--- src/rtl/qc_ldpc_parity_enc.sv ---
// qc_ldpc_parity_enc
// Quasi-cyclic LDPC parity encoder. Information bits arrive serially in
// groups of Z. Each group fetches one generator row from an external ROM.
// Every '1' info bit XORs the current (progressively right-rotated) row into
// a Z-bit parity accumulator. After NGROUP groups the accumulator is
// serialised MSB-first over a valid/ready port, optionally through the
// differential chain p(i) ^= p(i-1).
//
// Frame flow: IDLE -> (FETCH -> ACCUM) x NGROUP -> DRAIN -> IDLE
//   FETCH : lasts ROM_LAT+1 cycles; one cycle for rom_addr to settle into the
//           ROM plus ROM_LAT cycles of read latency, then the row is latched.
//   ACCUM : din_ready high; one info bit per accept.
//   DRAIN : dout_valid high; one parity bit per transfer, idx Z-1 down to 0.

module qc_ldpc_parity_enc #(
  parameter int Z       = 360,  // circulant size / parity width
  parameter int NGROUP  = 12,   // info groups per codeword
  parameter int ROM_LAT = 1,    // ROM read latency in cycles (1..3)
  parameter int PAR_ACC = 1,    // 1 = differential-accumulated parity output
  parameter int AW      = 4     // ROM address width
) (
  input  logic          clk,
  input  logic          rst,
  input  logic          start,
  input  logic          din,
  input  logic          din_valid,
  output logic          din_ready,
  output logic [AW-1:0] rom_addr,
  input  logic [Z-1:0]  rom_data,
  output logic          dout,
  output logic          dout_valid,
  input  logic          dout_ready,
  output logic          dout_last,
  output logic          busy,
  output logic          done
);

  // Counter widths: bit/idx address one of Z positions, grp one of NGROUP
  // rows, fetch counts 0..ROM_LAT.
  localparam int CW = (Z > 1) ? $clog2(Z) : 1;
  localparam int GW = (NGROUP > 1) ? $clog2(NGROUP) : 1;
  localparam int FW = (ROM_LAT > 0) ? $clog2(ROM_LAT + 1) : 1;

  localparam logic [CW-1:0] BIT_LAST   = CW'(Z - 1);
  localparam logic [GW-1:0] GRP_LAST   = GW'(NGROUP - 1);
  localparam logic [FW-1:0] FETCH_LAST = FW'(ROM_LAT);

  localparam logic [1:0] S_IDLE  = 2'd0;
  localparam logic [1:0] S_FETCH = 2'd1;
  localparam logic [1:0] S_ACCUM = 2'd2;
  localparam logic [1:0] S_DRAIN = 2'd3;

  logic [1:0]    state;
  logic [1:0]    state_nxt;
  logic [FW-1:0] fetch_cnt;
  logic [CW-1:0] bit_cnt;
  logic [CW-1:0] idx;
  logic [GW-1:0] grp_cnt;
  logic [Z-1:0]  acc;
  logic [Z-1:0]  row;
  logic          prev_out;

  logic start_go;    // start honoured this cycle
  logic fetch_last;  // row is valid on rom_data this cycle
  logic accept;      // info bit consumed this cycle
  logic bit_last;    // current accept is the last bit of its group
  logic grp_last;    // current group is the final one
  logic xfer;        // parity bit handed downstream this cycle
  logic idx_zero;    // current parity bit is the final one

  // Handshake and status outputs, all decoded from registered state only.
  always_comb begin
    din_ready  = (state == S_ACCUM);
    dout_valid = (state == S_DRAIN);
    busy       = (state != S_IDLE);
    idx_zero   = (idx == '0);
    dout_last  = dout_valid && idx_zero;
    dout       = dout_valid && (acc[idx] ^ ((PAR_ACC != 0) ? prev_out : 1'b0));
  end

  // Event decodes shared by the register blocks below. A start that lands
  // on the done cycle is dropped; the caller must re-issue it in IDLE.
  always_comb begin
    start_go   = (state == S_IDLE) && start && !done;
    fetch_last = (state == S_FETCH) && (fetch_cnt == FETCH_LAST);
    accept     = din_valid && din_ready;
    bit_last   = (bit_cnt == BIT_LAST);
    grp_last   = (grp_cnt == GRP_LAST);
    xfer       = dout_valid && dout_ready;
  end

  // Next-state logic for the frame sequencer.
  always_comb begin
    // NOTE: every variable written in an always_comb gets a default first so
    // that paths with no explicit assignment cannot infer a latch.
    state_nxt = state;
    case (state)
      S_IDLE:  if (start_go)               state_nxt = S_FETCH;
      S_FETCH: if (fetch_last)             state_nxt = S_ACCUM;
      S_ACCUM: if (accept && bit_last)     state_nxt = grp_last ? S_DRAIN : S_FETCH;
      S_DRAIN: if (xfer && idx_zero)       state_nxt = S_IDLE;
      default:                             state_nxt = S_IDLE;
    endcase
  end

  // State register; synchronous reset aborts any frame in flight.
  always_ff @(posedge clk) begin
    // NOTE: sequential state uses non-blocking assignments only, so every
    // register samples the pre-edge values regardless of block order.
    if (rst) state <= S_IDLE;
    else     state <= state_nxt;
  end

  // ROM latency counter: runs only while in FETCH, cleared otherwise.
  always_ff @(posedge clk) begin
    if (rst)                               fetch_cnt <= '0;
    else if (state != S_FETCH || fetch_last) fetch_cnt <= '0;
    else                                   fetch_cnt <= fetch_cnt + FW'(1);
  end

  // Generator row: latched at the end of FETCH, rotated right once per
  // accepted info bit. bit_cnt tracks the position within the group.
  always_ff @(posedge clk) begin
    if (rst) begin
      row     <= '0;
      bit_cnt <= '0;
    end else if (fetch_last) begin
      row     <= rom_data;
      bit_cnt <= '0;
    end else if (accept) begin
      row     <= {row[0], row[Z-1:1]};
      bit_cnt <= bit_cnt + CW'(1);
    end
  end

  // Parity accumulator: XORs the pre-rotation row on every '1' info bit;
  // cleared at frame start and after the last parity bit leaves.
  always_ff @(posedge clk) begin
    if (rst)                          acc <= '0;
    else if (start_go)                acc <= '0;
    else if (accept && din)           acc <= acc ^ row;
    else if (xfer && idx_zero)        acc <= '0;
  end

  // Group counter and ROM address: the address always equals the group
  // whose row the next FETCH will read.
  always_ff @(posedge clk) begin
    if (rst) begin
      grp_cnt  <= '0;
      rom_addr <= '0;
    end else if (start_go) begin
      grp_cnt  <= '0;
      rom_addr <= '0;
    end else if (accept && bit_last && !grp_last) begin
      grp_cnt  <= grp_cnt + GW'(1);
      rom_addr <= AW'(grp_cnt) + AW'(1);
    end
  end

  // Drain pointer and differential-chain memory. idx walks Z-1 down to 0;
  // prev_out remembers the last transferred bit for the p(i) ^= p(i-1) chain.
  always_ff @(posedge clk) begin
    if (rst) begin
      idx      <= '0;
      prev_out <= 1'b0;
    end else if (accept && bit_last && grp_last) begin
      idx      <= BIT_LAST;
      prev_out <= 1'b0;
    end else if (xfer) begin
      prev_out <= dout;
      if (!idx_zero) idx <= idx - CW'(1);
    end
  end

  // One-cycle completion pulse following the final parity transfer.
  always_ff @(posedge clk) begin
    if (rst) done <= 1'b0;
    else     done <= xfer && idx_zero;
  end

endmodule

--- config.mk ---
export PLATFORM = sky130hd
export DESIGN_NAME = qc_ldpc_parity_enc
export DESIGN_NICKNAME = d
export VERILOG_FILES = /design/src/rtl/qc_ldpc_parity_enc.sv
export SDC_FILE = /design/constraint.sdc
export NUM_CORES = 2
export LEC_CHECK = 0
export BUFFER_PORTS_ARGS = -buffer_cell sky130_fd_sc_hd__buf_4
export CORE_ASPECT_RATIO = 0.6
export CORE_MARGIN = 3
export CORE_UTILIZATION = 60
export CTS_CLUSTER_DIAMETER = 40
export DETAILED_ROUTE_END_ITERATION = 7
export PLACE_DENSITY = 0.82
export SLEW_MARGIN = 20
export SYNTH_ARGS = -nofsm -noshare
export SYNTH_HDL_FRONTEND = slang
export SYNTH_SLANG_ARGS = --single-unit
--- constraint.sdc ---
create_clock -name clk -period 4.35 [get_ports clk]
set_input_delay 0.6525 -clock clk [delete_from_list [all_inputs] [get_ports clk]]
set_output_delay 0.6525 -clock clk [all_outputs]
set_load 0.005 [all_outputs]
* Word level (Yosys, flattened, before mapping)
Cells that the tools add are included.
Word-level totals: register bits after elaboration 747, bits in latches 0, bits in writable memories 0, bits in read-only memories 0, input bits 366, output and inout bits 10, logic and storage cells 72, memories 0
Operators by class: add/sub/neg operators 4, multipliers 0, div/mod/pow operators 0, order comparisons 1, eq/ne operators 11, shift-type cells 0, multiplexer cells 15, bitwise operators 3, reductions and logical operators 28
Operators by type and width (count):
- $mux W360 | 4
- $xor A360 B360 Y360 | 1
- $mux W9 | 3
- $logic_and A1 B1 Y1 | 12
- $lt A9 B10 Y1 const B | 1
- $mux W2 | 5
- $add A9 B1 Y9 const B | 1
- $bmux W1 S9 | 1
- $eq A9 B9 Y1 const B | 1
- $logic_not A9 Y1 | 1
- $sub A9 B1 Y9 const B | 1
- $ne A2 B1 Y1 const B | 4
- $pmux W2 S4 | 1
- $reduce_bool A2 Y1 | 4
- $reduce_or A2 Y1 | 4
- $add A4 B1 Y4 const B | 1
- $eq A2 B2 Y1 const B | 2
- $eq A4 B4 Y1 const B | 1
- $ne A2 B2 Y1 const B | 2
- $reduce_and A2 Y1 | 2
- $reduce_and A4 Y1 | 1
- $eq A2 B1 Y1 const B | 1
- $logic_not A1 Y1 | 2
- $logic_not A2 Y1 | 1
- other kinds (5) | 5

* Depth between registers and ports, before layout
word-level depth 6, gate-level depth with buffers 13, mapped depth without buffers 9

* Least setup slack after synthesis
OpenSTA, ideal clock, no wires.
path type flip-flop to output port, from register idx[1], to output dout, arrival 2.512 ns, data required time 3.697 ns, setup slack 1.186 ns, stages on the path, launching flop included 11, path buffers 3, cells stage by stage dfxtp_1 -> buf_2 -> buf_2 -> buf_2 -> mux4_2 -> a22oi_1 -> a31oi_1 -> nor4_1 -> o32a_1 -> nor2_1 -> mux2_1
Between the ends: longest elaborated chain between the ends 4
RTL lines:
- start: declaration | line 57 | logic [CW-1:0] idx;
- start signal: assignment | line 171 | if (!idx_zero) idx <= idx - CW'(1);
- $bmux W1 S9 | line 78 | dout = dout_valid && (acc[idx] ^ ((PAR_ACC != 0) ? prev_out : 1'b0));
- $mux W1 (not written as such) | line 78
- $xor A1 B1 Y1 | line 78
- $logic_and A1 B1 Y1 | line 78
- end: declaration | line 30 | output logic dout,
No other way between the ends. The select of a mux whose other input is x is not followed.

* Final worst setup path
from register idx[0], to output dout
Same word-level chain as after synthesis.

==> run metrics <==
status=finished clean; crit path DAT=3.68 ns; Cells after Synth=around 3600; RR Startpoint=idx[0]; post-DR vias/cell=5.99; Final Setup Violations=0; Setup WS pre-CTS=0.363 ns; final core occ=72.4%; EDFF count, synth=0; Yosys cell types=65; DIE WIDTH=302 um; DRC viols=0; Layout Nets=4196; CP Class=flip-flop to output pin; Layout area overhead=18.0%; share of cells above drive strength 1=16.7%; unrepaired setup endpoints after global routing=false; Top FF cell, synth=dfxtp_1; I/O Pins=376; setup TNS=0 ns; Maximum Capacitance Violations=0; post-DP HPWL=60.5 mm; DR pass1 iterations=7; first-pass GRT wire length=143 mm; clk_skew=0.0217 ns; fin worst setup slack=0.0182 ns; reg-to-reg endpoint=acc[225]; Min Hold Slack=0.333 ns; share of the synthesized area in the top cell type=47.4%; die area=0.0555 mm2; grt ovf=0; R2R setup slack=1.33 ns; Seq/Total Area, Yosys=47.4%; Core Area=0.0515 mm2; final worst-path cycle share=99.6%; Mean Syn Cell Area=approximately 8.8 um2; worst setup path endpoint=dout; syn nets=about 4000; post-route cell area=0.0373 mm2; FMAX=around 230 MHz; Core Rows=64; Pleak=13.0 nW; most common cell after layout, fill and taps aside=nand2_1; synthesized flop and latch total=747; fin. max-slew vios=0; met2 usage=49.9%; peak supply drop=roughly 0.00026 V; worst skew pair latency=0.61 ns; number of I/O port buffers=375; CP Launch Type=flip-flop; starting density of the core=61.3%; cts hold-fix bufs=0; vias in the first global route=~26000; synth top area cells=dfxtp_1 47%, xor2_1 10%, nand2_1 9.5%, a22oi_1 7.9%, a21oi_1 5.4%; Synth Warn #=0; CTS max path bufs=3; Post-DP Area=0.0348 mm2; Hold Path Class=input pin to flip-flop; Routed WL per cell=roughly 20 um; pwr/cell area=373 mW/mm2; initial antenna violation count=1; CTS tree=built; final WL=91.7 mm; routing usage on met3=6.86%; Post-Syn Area=0.0316 mm2; routing usage on met1=45.1%; fillcell total=about 3700; CTS clock-pin slew for the worst setup and hold paths=0.07 ns; H-tree Lvls=3; Setup crit start=idx[0]; Async SR Flop Fraction=0%; most frequent cells in the layout=796 x nand2_1, 743 x dfxtp_1, 433 x nor2_1, 421 x buf_4, 370 x xor2_1; CP required=between 3 and 4 ns; CTS buffer count=69; Worst-Margin Slew=~1.1 ns; GRT busiest layer=met2; largest area contributor in the netlist=dfxtp_1; root buf cell=clkbuf_16; antenna-violating nets left=0; CP max FO=8; DIE HEIGHT=184 um; clock sinks=747; min Tclk post-route=4.33 ns; total global-route track usage=32.0%; pin count of the biggest net entering global routing=176; initial drt markers=3275; routability cong.=about 0.89; reg2reg path depth=8; Rel. slew slack=27.1%; Vias=27400; Fin. Hold Viols=0; CP Capture Type=output pin
[cell families after synthesis]
kind of cell | count (synthesis) | share of synthesized area [%]
compound gates | 760 | 15.6
xor+xnor | 378 | 10.5
fa+ha+maj | 3 | 0.119
buf+inv | 293 | 3.63
flops | 747 | 47.4
mux | 122 | 6.95
simple gates | 1294 | 15.9
[stage by stage]
stage | instances | total power, mW
floorplan | 3597 | 7.41
global placement | 4438 | 7.79
detailed placement | 4438 | 7.80
CTS | 4562 | 13.9
global route | 4567 | 14.3
finish | 4567 | 13.9
[final cells by class]
type	count	area, um2	area share (%)
Antenna cell	1	2.50	0.00672
Multi-Input combinational cell	2557	15500	41.7
Clock inverter	20	258	0.692
Tap cell	693	867	2.33
Clock buffer	97	2040	5.47
Sequential cell	747	15000	40.2
Timing Repair Buffer	441	3550	9.53
Inverter	11	41.3	0.111
[power by group]
part           internal (mW)  switching, mW
combinational          0.303          0.378
clock                   3.57           2.66
sequential              6.91         0.0690
[per-layer routing]
layer / wire length (um) / part of all wire [%]
met4: 2620 / 2.9
met2: 42000 / 46
met1: 38300 / 42
met5: 0 / 0
met3: 8850 / 9.6
[cells in the mapped netlist, types with 2 or more instances]
cell,number
xnor2_1,8
mux4_2,73
a21oi_1,338
a41oi_1,2
xor2_1,370
o21ai_0,6
buf_6,2
and3_1,3
or3_1,3
a22o_1,2
ha_1,3
o211ai_1,3
o22ai_1,5
a22oi_1,333
o221ai_1,4
nor4_1,6
nor2b_1,8
mux2_2,5
mux2i_1,39
buf_2,20
inv_2,2
nor3_1,4
nand3_1,11
nand3b_1,2
nand2_1,796
buf_1,16
a31oi_1,7
and3b_1,2
and2_1,5
buf_4,2
a211oi_1,3
nand4_1,5
a311oi_1,39
o21a_1,2
clkbuf_1,242
nor2_1,435
mux4_1,3
nand2b_1,5
dfxtp_1,747
o2111ai_1,4
inv_1,8
[registers in the layout (all words and copies together) (netlist names)]
signal,cells
bit_cnt,9
prev_out,1
row,360
acc,360
state,2
done,1
grp_cnt,4
fetch_cnt,1
idx,9
[critical path, cell delays in order, from the launching register on]
cell and delay [ns]:
dfxtp_4 0.49, mux4_1 0.63, mux2_2 0.30, a2111o_1 0.41, a311o_1 0.41, a21oi_2 0.25
nor2_1 0.08, mux2_1 0.37, buf_4 0.16
[what timing repair did]
item,4_1_cts,5_1_grt
pin swaps,0,1
buffers inserted,7,4
setup endpoints to repair,1,1
resized for setup,1,10
gates cloned,0,0
hold endpoints to repair,0,0
[how the worst min path moves through the flow]
stage | from | to | cells after the start
finish | rom_data[235] | row[235] | 3
global route | rom_data[349] | row[349] | 3
CTS | rom_data[213] | row[213] | 3
detailed placement | row[295] | row[295] | 2
global placement | fetch_cnt | fetch_cnt | 1
floorplan | fetch_cnt | fetch_cnt | 1
(Power assumes the default switching activity.)
